==> src/rtl/cache_mem_bridge_pkg.sv <==
// Shared constants and state encoding for the cache/memory bridge.
package cache_mem_bridge_pkg;

  localparam int unsigned DEF_BW_WORD_ADDR = 26;
  localparam int unsigned DEF_BW_BLOCK     = 2;
  localparam int unsigned DEF_FIFO_DEPTH   = 8;

  // External interface direction values on ext_rw_o.
  localparam logic EXT_READ  = 1'b0;
  localparam logic EXT_WRITE = 1'b1;

  typedef enum logic [2:0] {
    ST_IDLE     = 3'd0,
    ST_WR_ISSUE = 3'd1,
    ST_WR_WAIT  = 3'd2,
    ST_RD_ISSUE = 3'd3,
    ST_RD_WAIT  = 3'd4
  } bridge_state_e;

endpackage

==> src/rtl/cache_word_fifo.sv <==
// 32-bit synchronous FIFO with first-word fall-through head.
module cache_word_fifo #(
  parameter int unsigned DEPTH = 8
) (
  input  logic        clock,
  input  logic        resetn,
  input  logic        push,
  input  logic [31:0] push_data,
  input  logic        pop,
  output logic [31:0] pop_data,
  output logic        full,
  output logic        empty
);

  localparam int unsigned AW = (DEPTH > 1) ? $clog2(DEPTH) : 1;

  logic [31:0]   mem [DEPTH];
  logic [AW-1:0] wr_ptr;
  logic [AW-1:0] rd_ptr;
  logic [AW:0]   count;
  logic          do_push;
  logic          do_pop;

  assign empty   = (count == '0);
  assign full    = (count == (AW+1)'(DEPTH));
  assign do_pop  = pop && !empty;
  // A pop in the same cycle frees the slot, so a push at full still lands.
  assign do_push = push && (!full || do_pop);
  // Head reads as zero when empty so stale storage never leaks out.
  assign pop_data = empty ? '0 : mem[rd_ptr];

  // Pointers and occupancy; DEPTH is a power of two so pointers wrap naturally.
  always_ff @(posedge clock or negedge resetn) begin
    if (!resetn) begin
      wr_ptr <= '0;
      rd_ptr <= '0;
      count  <= '0;
    end else begin
      if (do_push) wr_ptr <= wr_ptr + 1'b1;
      if (do_pop)  rd_ptr <= rd_ptr + 1'b1;
      unique case ({do_push, do_pop})
        2'b10:   count <= count + 1'b1;
        2'b01:   count <= count - 1'b1;
        default: ;
      endcase
    end
  end

  // Storage array, no reset needed.
  always_ff @(posedge clock) begin
    if (do_push) mem[wr_ptr] <= push_data;
  end

endmodule

==> src/rtl/cache_mem_bridge.sv <==
// Sequences word/block commands from the cache controller into single-word
// external memory transactions, through a write-out and a read-in FIFO.
module cache_mem_bridge
  import cache_mem_bridge_pkg::*;
#(
  parameter int unsigned BW_WORD_ADDR = DEF_BW_WORD_ADDR,
  parameter int unsigned BW_BLOCK     = DEF_BW_BLOCK,
  parameter int unsigned FIFO_DEPTH   = DEF_FIFO_DEPTH
) (
  input  logic                    clock_i,
  input  logic                    resetn_i,
  input  logic                    buffer_write_ack_i,
  input  logic [31:0]             buffer_data_i,
  output logic                    buffer_write_ready_o,
  input  logic                    buffer_read_ack_i,
  output logic [31:0]             buffer_data_o,
  output logic                    buffer_read_ready_o,
  input  logic                    mem_req_i,
  input  logic                    mem_req_block_i,
  input  logic                    mem_rw_i,
  input  logic [BW_WORD_ADDR-1:0] mem_addr_i,
  output logic                    mem_ready_o,
  output logic                    ext_req_o,
  output logic                    ext_rw_o,
  output logic [BW_WORD_ADDR-1:0] ext_addr_o,
  output logic [31:0]             ext_data_o,
  input  logic [31:0]             ext_data_i,
  input  logic                    ext_ack_i,
  output logic                    cmd_drop_o
);

  localparam int unsigned CW = BW_BLOCK + 1;

  bridge_state_e           state_q, state_d;
  logic [BW_WORD_ADDR-1:0] base_q, base_d;
  logic [CW-1:0]           words_q, words_d;
  logic [CW-1:0]           n_q, n_d;
  logic                    req_q, req_d;
  logic                    rw_q, rw_d;
  logic [BW_WORD_ADDR-1:0] addr_q, addr_d;
  logic [31:0]             data_q, data_d;
  logic                    drop_q;

  logic                    wf_pop, wf_full, wf_empty;
  logic [31:0]             wf_head;
  logic                    rf_push, rf_full, rf_empty;
  logic [BW_WORD_ADDR-1:0] issue_addr;

  cache_word_fifo #(.DEPTH(FIFO_DEPTH)) u_write_fifo (
    .clock     (clock_i),
    .resetn    (resetn_i),
    .push      (buffer_write_ack_i),
    .push_data (buffer_data_i),
    .pop       (wf_pop),
    .pop_data  (wf_head),
    .full      (wf_full),
    .empty     (wf_empty)
  );

  cache_word_fifo #(.DEPTH(FIFO_DEPTH)) u_read_fifo (
    .clock     (clock_i),
    .resetn    (resetn_i),
    .push      (rf_push),
    .push_data (ext_data_i),
    .pop       (buffer_read_ack_i),
    .pop_data  (buffer_data_o),
    .full      (rf_full),
    .empty     (rf_empty)
  );

  assign buffer_write_ready_o = !wf_full;
  assign buffer_read_ready_o  = !rf_empty;
  assign mem_ready_o          = (state_q == ST_IDLE);
  assign ext_req_o            = req_q;
  assign ext_rw_o             = rw_q;
  assign ext_addr_o           = addr_q;
  assign ext_data_o           = data_q;
  assign cmd_drop_o           = drop_q;

  // Word offset only touches the low bits, so a block never carries into the tag.
  assign issue_addr = {base_q[BW_WORD_ADDR-1:BW_BLOCK],
                       base_q[BW_BLOCK-1:0] + n_q[BW_BLOCK-1:0]};

  // Next-state, command latch and external request sequencing.
  always_comb begin
    state_d = state_q;
    base_d  = base_q;
    words_d = words_q;
    n_d     = n_q;
    req_d   = req_q;
    rw_d    = rw_q;
    addr_d  = addr_q;
    data_d  = data_q;
    wf_pop  = 1'b0;
    rf_push = 1'b0;
    unique case (state_q)
      ST_IDLE: begin
        if (mem_req_i) begin
          base_d  = mem_req_block_i ? {mem_addr_i[BW_WORD_ADDR-1:BW_BLOCK], {BW_BLOCK{1'b0}}}
                                    : mem_addr_i;
          words_d = mem_req_block_i ? CW'(2 ** BW_BLOCK) : CW'(1);
          n_d     = '0;
          state_d = mem_rw_i ? ST_WR_ISSUE : ST_RD_ISSUE;
        end
      end
      ST_WR_ISSUE: begin
        if (!wf_empty) begin
          wf_pop  = 1'b1;
          data_d  = wf_head;
          req_d   = 1'b1;
          rw_d    = EXT_WRITE;
          addr_d  = issue_addr;
          state_d = ST_WR_WAIT;
        end
      end
      ST_RD_ISSUE: begin
        if (!rf_full) begin
          req_d   = 1'b1;
          rw_d    = EXT_READ;
          addr_d  = issue_addr;
          state_d = ST_RD_WAIT;
        end
      end
      ST_WR_WAIT, ST_RD_WAIT: begin
        if (ext_ack_i) begin
          req_d   = 1'b0;
          n_d     = n_q + 1'b1;
          rf_push = (state_q == ST_RD_WAIT);
          if (n_d == words_q)             state_d = ST_IDLE;
          else if (state_q == ST_WR_WAIT) state_d = ST_WR_ISSUE;
          else                            state_d = ST_RD_ISSUE;
        end
      end
      default: state_d = ST_IDLE;
    endcase
  end

  // State and external-interface registers.
  always_ff @(posedge clock_i or negedge resetn_i) begin
    if (!resetn_i) begin
      state_q <= ST_IDLE;
      base_q  <= '0;
      words_q <= '0;
      n_q     <= '0;
      req_q   <= 1'b0;
      rw_q    <= 1'b0;
      addr_q  <= '0;
      data_q  <= '0;
    end else begin
      state_q <= state_d;
      base_q  <= base_d;
      words_q <= words_d;
      n_q     <= n_d;
      req_q   <= req_d;
      rw_q    <= rw_d;
      addr_q  <= addr_d;
      data_q  <= data_d;
    end
  end

  // Sticky flag for commands presented while the bridge is busy.
  always_ff @(posedge clock_i or negedge resetn_i) begin
    if (!resetn_i) begin
      drop_q <= 1'b0;
    end else if (mem_req_i && !mem_ready_o) begin
      drop_q <= 1'b1;
    end
  end

endmodule

==> config.mk <==
export PLATFORM = sky130hd
export DESIGN_NAME = cache_mem_bridge
export DESIGN_NICKNAME = d
export VERILOG_FILES = /design/src/rtl/cache_mem_bridge_pkg.sv /design/src/rtl/cache_word_fifo.sv /design/src/rtl/cache_mem_bridge.sv
export SDC_FILE = /design/constraint.sdc
export NUM_CORES = 1
export LEC_CHECK = 0
export ABC_AREA = 1
export BUFFER_PORTS_ARGS = -buffer_cell sky130_fd_sc_hd__buf_2
export CAP_MARGIN = 20
export CORE_MARGIN = 2
export CORE_UTILIZATION = 54
export CTS_CLUSTER_SIZE = 40
export DETAILED_ROUTE_END_ITERATION = 7
export PLACE_DENSITY_LB_ADDON = 0.15
export SYNTH_ARGS = -nofsm -noshare
export SYNTH_HDL_FRONTEND = slang
export SYNTH_SLANG_ARGS = --single-unit
==> constraint.sdc <==
create_clock -name clock_i -period 4.21 [get_ports clock_i]
set_clock_uncertainty 0.15 [all_clocks]
set_input_delay 0.421 -clock clock_i [delete_from_list [all_inputs] [get_ports clock_i]]
set_output_delay 0.421 -clock clock_i [all_outputs]
set_load 0.03 [all_outputs]
After elaboration in Yosys (flattened, before gate mapping)
Memory sizes are Yosys's and may differ from the RTL's. A register that Yosys moved wholly into a read port is not among the register bits. Index checks and enable logic that the tools add are counted.

Equal/unequal tests: 15. Reductions and logical operators: 28. Bitwise gates (word level): 1. Mux-type cells: 33. $add $sub $neg: 10.

Operators with widths (number): $mux 26 (2); $pmux 26 s2 (1); $mux 32 (1); $mux 3 (7); $pmux 4 s2 (2); $add 3x1->3 const B (5); $mux 1 (12); $pmux 3 s4 (1); $add 4x1->4 const B (2); $eq 4x4->1 const B (2); $logic_not 4->1 (2); $mux 2 (4); $ne 2x2->1 const B (4); $reduce_and 4->1 (2); $reduce_bool 2->1 (4); $sub 4x1->4 const B (2); $eq 3x2->1 const B (2); $logic_not 1->1 (6); $pmux 3 s2 (1); $reduce_and 3->1 (2); $logic_and 1x1->1 (5); $eq 2x1->1 const B (2); $eq 2x2->1 const B (2); $reduce_and 2->1 (2); 11 further kinds (12).

Word-level logic and storage cells: 103. Register bits: 84. Bits of input ports: 98. Output and inout port bits: 96. Memories kept: 2. Bits in writable memories: 512.

Memory list: u_read_fifo.mem (words 8, width 32, rd ports 1, clocked after memory_dff 0, wr ports 1, line cache_word_fifo.sv:17) `logic [31:0] mem [DEPTH];`; u_write_fifo.mem (words 8, width 32, rd ports 1, clocked after memory_dff 1, wr ports 1, line cache_word_fifo.sv:17).

Logic depth before layout (Yosys ltp)
Depth after elaboration: 8. Gate-level depth with buffers: 15. Mapped depth without buffers: 14.

By module
A second synthesis with hierarchy kept.

Cells, all modules: 2171. Area total of the unflattened synthesis: 25217.9 um^2.

By module, submodules not included: cache_word_fifo (u_write_fifo) (sequential area each 7937.6 um^2, cells each 872, area each 10716.5 um^2, instances 1); cache_word_fifo (u_read_fifo) (sequential area each 7937.6 um^2, cells each 870, area each 10700.3 um^2, instances 1); cache_mem_bridge (sequential area each 2377.3 um^2, cells each 429, area each 3801.1 um^2, instances 1).

Worst setup path after synthesis
No wires, ideal clock.

Path type: flip-flop to flip-flop. Start: register state_q[1]. End: memory u_read_fifo.mem[2][0], enable pin. Slack: 307 ps. Setup time: 461 ps. Required time: 3599 ps. Data arrival time: 3291 ps. Period minus slack after synthesis: 3903 ps. Stages on the path, launching flop included: 7. Buffers on the path: 0. Cells stage by stage: dfrtp_1 nor2_1 nand2_1 nor2_1 nand2_1 or2_1 nor3_1.

Longest elaborated chain between the ends: 6. Elaborated cells on any way between the ends: 8. Those cells by class: 2 x eq/ne; 4 x mux; 2 x reduce/logical.

RTL lines: start: declaration (line cache_mem_bridge.sv:34) `bridge_state_e state_q, state_d;`; start signal: assignment (line cache_mem_bridge.sv:150) `state_q <= state_d;`; $eq 3x3->1 / $eq 3x2->1 (equally long branches) (line cache_mem_bridge.sv:96, cache_mem_bridge.sv:128); $mux 1 / $reduce_or 2->1 (equally long branches) (line cache_mem_bridge.sv:125, cache_mem_bridge.sv:96); $mux 1 (*) (line cache_mem_bridge.sv:96) `unique case (state_q)`; $logic_and 1x1->1 (*) (line cache_word_fifo.sv:28) `assign do_push = push && (!full || do_pop);`; $mux 1 (*) (line cache_word_fifo.sv:51) `if (do_push) mem[wr_ptr] <= push_data;`; $mux 1 (implied by the code) (*) (line cache_word_fifo.sv:51); end: declaration (line cache_word_fifo.sv:17).

Every way passes the cells marked *; elsewhere a longest branch is shown, timed or not.

Worst setup path after layout
Start: register u_read_fifo.rd_ptr[1]. End: output port buffer_data_o[4].

Longest elaborated chain between the ends: 2.

RTL lines: start: declaration (line cache_word_fifo.sv:19) `logic [AW-1:0] rd_ptr;`; start signal: assignment (line cache_word_fifo.sv:40) `if (do_pop) rd_ptr <= rd_ptr + 1'b1;`; $mem_v2 8x32; $mux 32 (line cache_word_fifo.sv:30) `assign pop_data = empty ? '0 : mem[rd_ptr];`; end: declaration (line cache_mem_bridge.sv:16) `output logic [31:0] buffer_data_o,`.

No other way between the ends.

==> results.cfg <==
[worst_setup_path]
worst_ep_required_time_ns = 3.64
max_stage_delay_ns = 0.83
path_buf_inv = 2
r2r-start = state_q[1]$_DFFE_PN0P_
crit_top_cell = o21ai_0
crit_family = flip-flops
start_kind = flip-flop
critPathKind = reg2out
crit_fanout = 60
cp_slowest_cell = dfrtp_4
regToRegSetupSlack_ns = 1.46
timing.critical_path.from = u_read_fifo.rd_ptr[1]$_DFFE_PN0P_
path_cells = buf_4, o21ai_0, o21ai_0, o21ai_0, nor2_1, buf_2
crit_arrival_ns = 2.77
cp-end-kind = output port

[pwr]
peakVddDrop_v = 0.000563
p_per_area_nw_per_um2 = 714
p_total_mw = 21.1
p_leak_nw = 11.2

[die]
io_pins = 194
die_h_microns = 219
die_area_sq_um = 47800
core_area_sq_um = 45500
rows = 78
start_util_pct = 54.7
die_w_microns = 219

[cts]
cts-resized-gates = 0
clk_pin_slew_worst_paths_ns = 0.06
cts_sinks = 627
cts_tree = done
insertion_delay_ns = 0.62
post_cts_buffers = 0
clock_path_buffers = 3
clockRootBuffer = clkbuf_16
cts_buffers = 61
htree_levels = 2

[global_route]
grt_pass1_wl_mm = 88.9
grt_max_degree = 109
grt.overflow.total = 0
antenna_found_initial = 2
grt_pass1_vias = 16400
grt_usage_pct = 23.9

[routing]
drc_errors = 0
firstDrtPassIters = 6
routed_wirelength_mm = 56.6
avgViaCountPerCell = 5.46
first_iter_violations = 1280
ant_nets = 0
vias = 16600
wire_per_inst_microns = 18.6

[logic_synthesis]
ys_warn_count = 0
yosysTopAreaCell = edfxtp_1
synth-seq-area-share_pct = 73.3
ys_ff_latch = 627
syn_nets = 2225
syn_area_sq_um = 24900
syn_avg_cell_area_sq_um = 11.8
ys_types = 29
synth_area_leaders = edfxtp_1 (62%), dfrtp_1 (12%), nor2_1 (7.7%)
syn_inst = 2115
synth_top_area_share_pct = 61.8

[timing]
setup_viol = 0
maxSlewViolCount = 0
timing.hold.ws_ns = 0.0351
clock.fmax_mhz = 299
hold_viol_final = 0
relSlewSlack_pct = 29.1
fin_crit_ns = 3.35
timing.setup.tns_ns = 0
period_share_pct = 79.5
worstMarginPinSlew_ns = 1.06
grt_setup_unrepaired = false

[final_layout]
nFillCells = 3443
nNetsFinal = 2496
drive_gt1_share_pct = 14.8
multi_input_area_sq_um = 6010
area_growth_pct = 18.6
seq_area_sq_um = 18300

[status]
status = finished, final reports clean

[placed_design]
port_buffers = 193
dp_hpwl_mm = 31.5
place.gp.congestion = 0.804

[min_path]
hold_start = buffer_read_ack_i
hold_path.class = in2reg

[flow_run]
cap_violations = 0
==> final cells by class <==
| class | count | share of cell area [%] |
|---|---|---|
| repair buffers | 329 | 7.76 |
| inverters | 42 | 0.538 |
| well taps | 600 | 2.54 |
| clock inverters | 29 | 0.937 |
| clock buffers | 86 | 5.94 |
| diodes | 1 | 0.00848 |
| flip-flops and latches | 627 | 61.9 |
| multi-input cells | 1325 | 20.4 |
==> metal layers <==
layer  GRT usage [%]  wire, microns
met5               0             13
met4            7.97           1430
met3            3.44           2730
met2            41.1          28200
met1            31.3          24200
==> stage by stage <==
stage                     util [%]  setup WS (ns)  std cells  instance area, sq um
after global placement        58.3           1.52       2828                 26500
after detailed placement      58.3           1.43       2828                 26500
after global routing          64.9          0.607       3039                 29500
after floorplan                  -          0.307       2115                 24900
final                         64.9          0.864       3039                 29500
after CTS                     64.9          0.823       3038                 29500
==> power by group <==
part / internal [mW] / switching, mW
combinational: 2.16 / 5.23
sequential: 7.65 / 0.570
clock: 3.19 / 2.25
==> synthesized netlist by cell type <==
master,n
o21ai_1,36
xnor2_1,5
clkbuf_1,59
o21bai_1,1
nor3_2,1
nor3_1,7
buf_2,38
edfxtp_1,512
buf_6,5
buf_4,11
o21ai_0,329
inv_1,36
nor2_1,509
nand3_1,105
ha_1,12
inv_2,6
nand3b_1,1
nor2_2,1
or2_1,1
o211ai_1,32
a21oi_1,4
nor3b_1,1
xor2_1,7
buf_1,8
o21a_1,1
dfrtp_1,115
or2_2,1
nand2_1,267
nand4_1,4
==> cell families after synthesis <==
group                    after synthesis  synth area share (%)
AND/OR/NAND/NOR                      898                  14.2
flip-flops                           627                  73.3
AO/OA/AOI/OAI                        403                  8.45
buffers and inverters                163                  2.97
XOR/XNOR                              12                 0.422
adder cells (fa/ha/maj)               12                 0.603
==> final timing paths <==
check	depth (start not counted)	end
max	6	buffer_data_o[4]
min	4	u_read_fifo.rd_ptr[1]$_DFFE_PN0P_
max reg2reg	8	u_read_fifo.mem[1][13]$_DFFE_PP_
min reg2reg	2	ext_addr_o[0]$_DFFE_PN0P_
max in group asynchronous	3	base_q[17]$_DFFE_PN0P_
min in group asynchronous	2	ext_data_o[11]$_DFFE_PN0P_
==> cells in the final DEF (no fill, tap or decap), drive strengths merged <==
cell type	instances
edfxtp	512
nor2	510
o21ai	365
nand2	267
buf	234
dfrtp	115
nand3	105
dlygate4sd3	95
clkbuf	86
inv	41
o211ai	32
clkinv	24
ha	12
nor3	8
xor2	7
xnor2	5
bufinv	5
a21oi	4
nand4	4
or2	2
diode	1
o21bai	1
nor3b	1
nand3b	1
o21a	1
clkinvlp	1
==> worst register-to-register path, delay by kind of cell (launching register included) <==
family        cells  cell delay (ns)
buf+inv           2             0.52
flops             1             0.42
simple gates      6             1.34
==> state kept, by name, indices dropped and copies added, names as in the netlist, 4 cells and up <==
signal / cells
u_read_fifo.mem: 256
ext_addr_o: 26
u_write_fifo.mem: 256
ext_data_o: 32
u_read_fifo.count: 4
u_write_fifo.count: 4
base_q: 26
==> timing repair <==
action                                  CTS  global route
hold buffers                             95             0
endpoints found under the setup margin    0             0
hold endpoints to repair                597             0
Note: power is estimated with default switching activity, not from simulation.
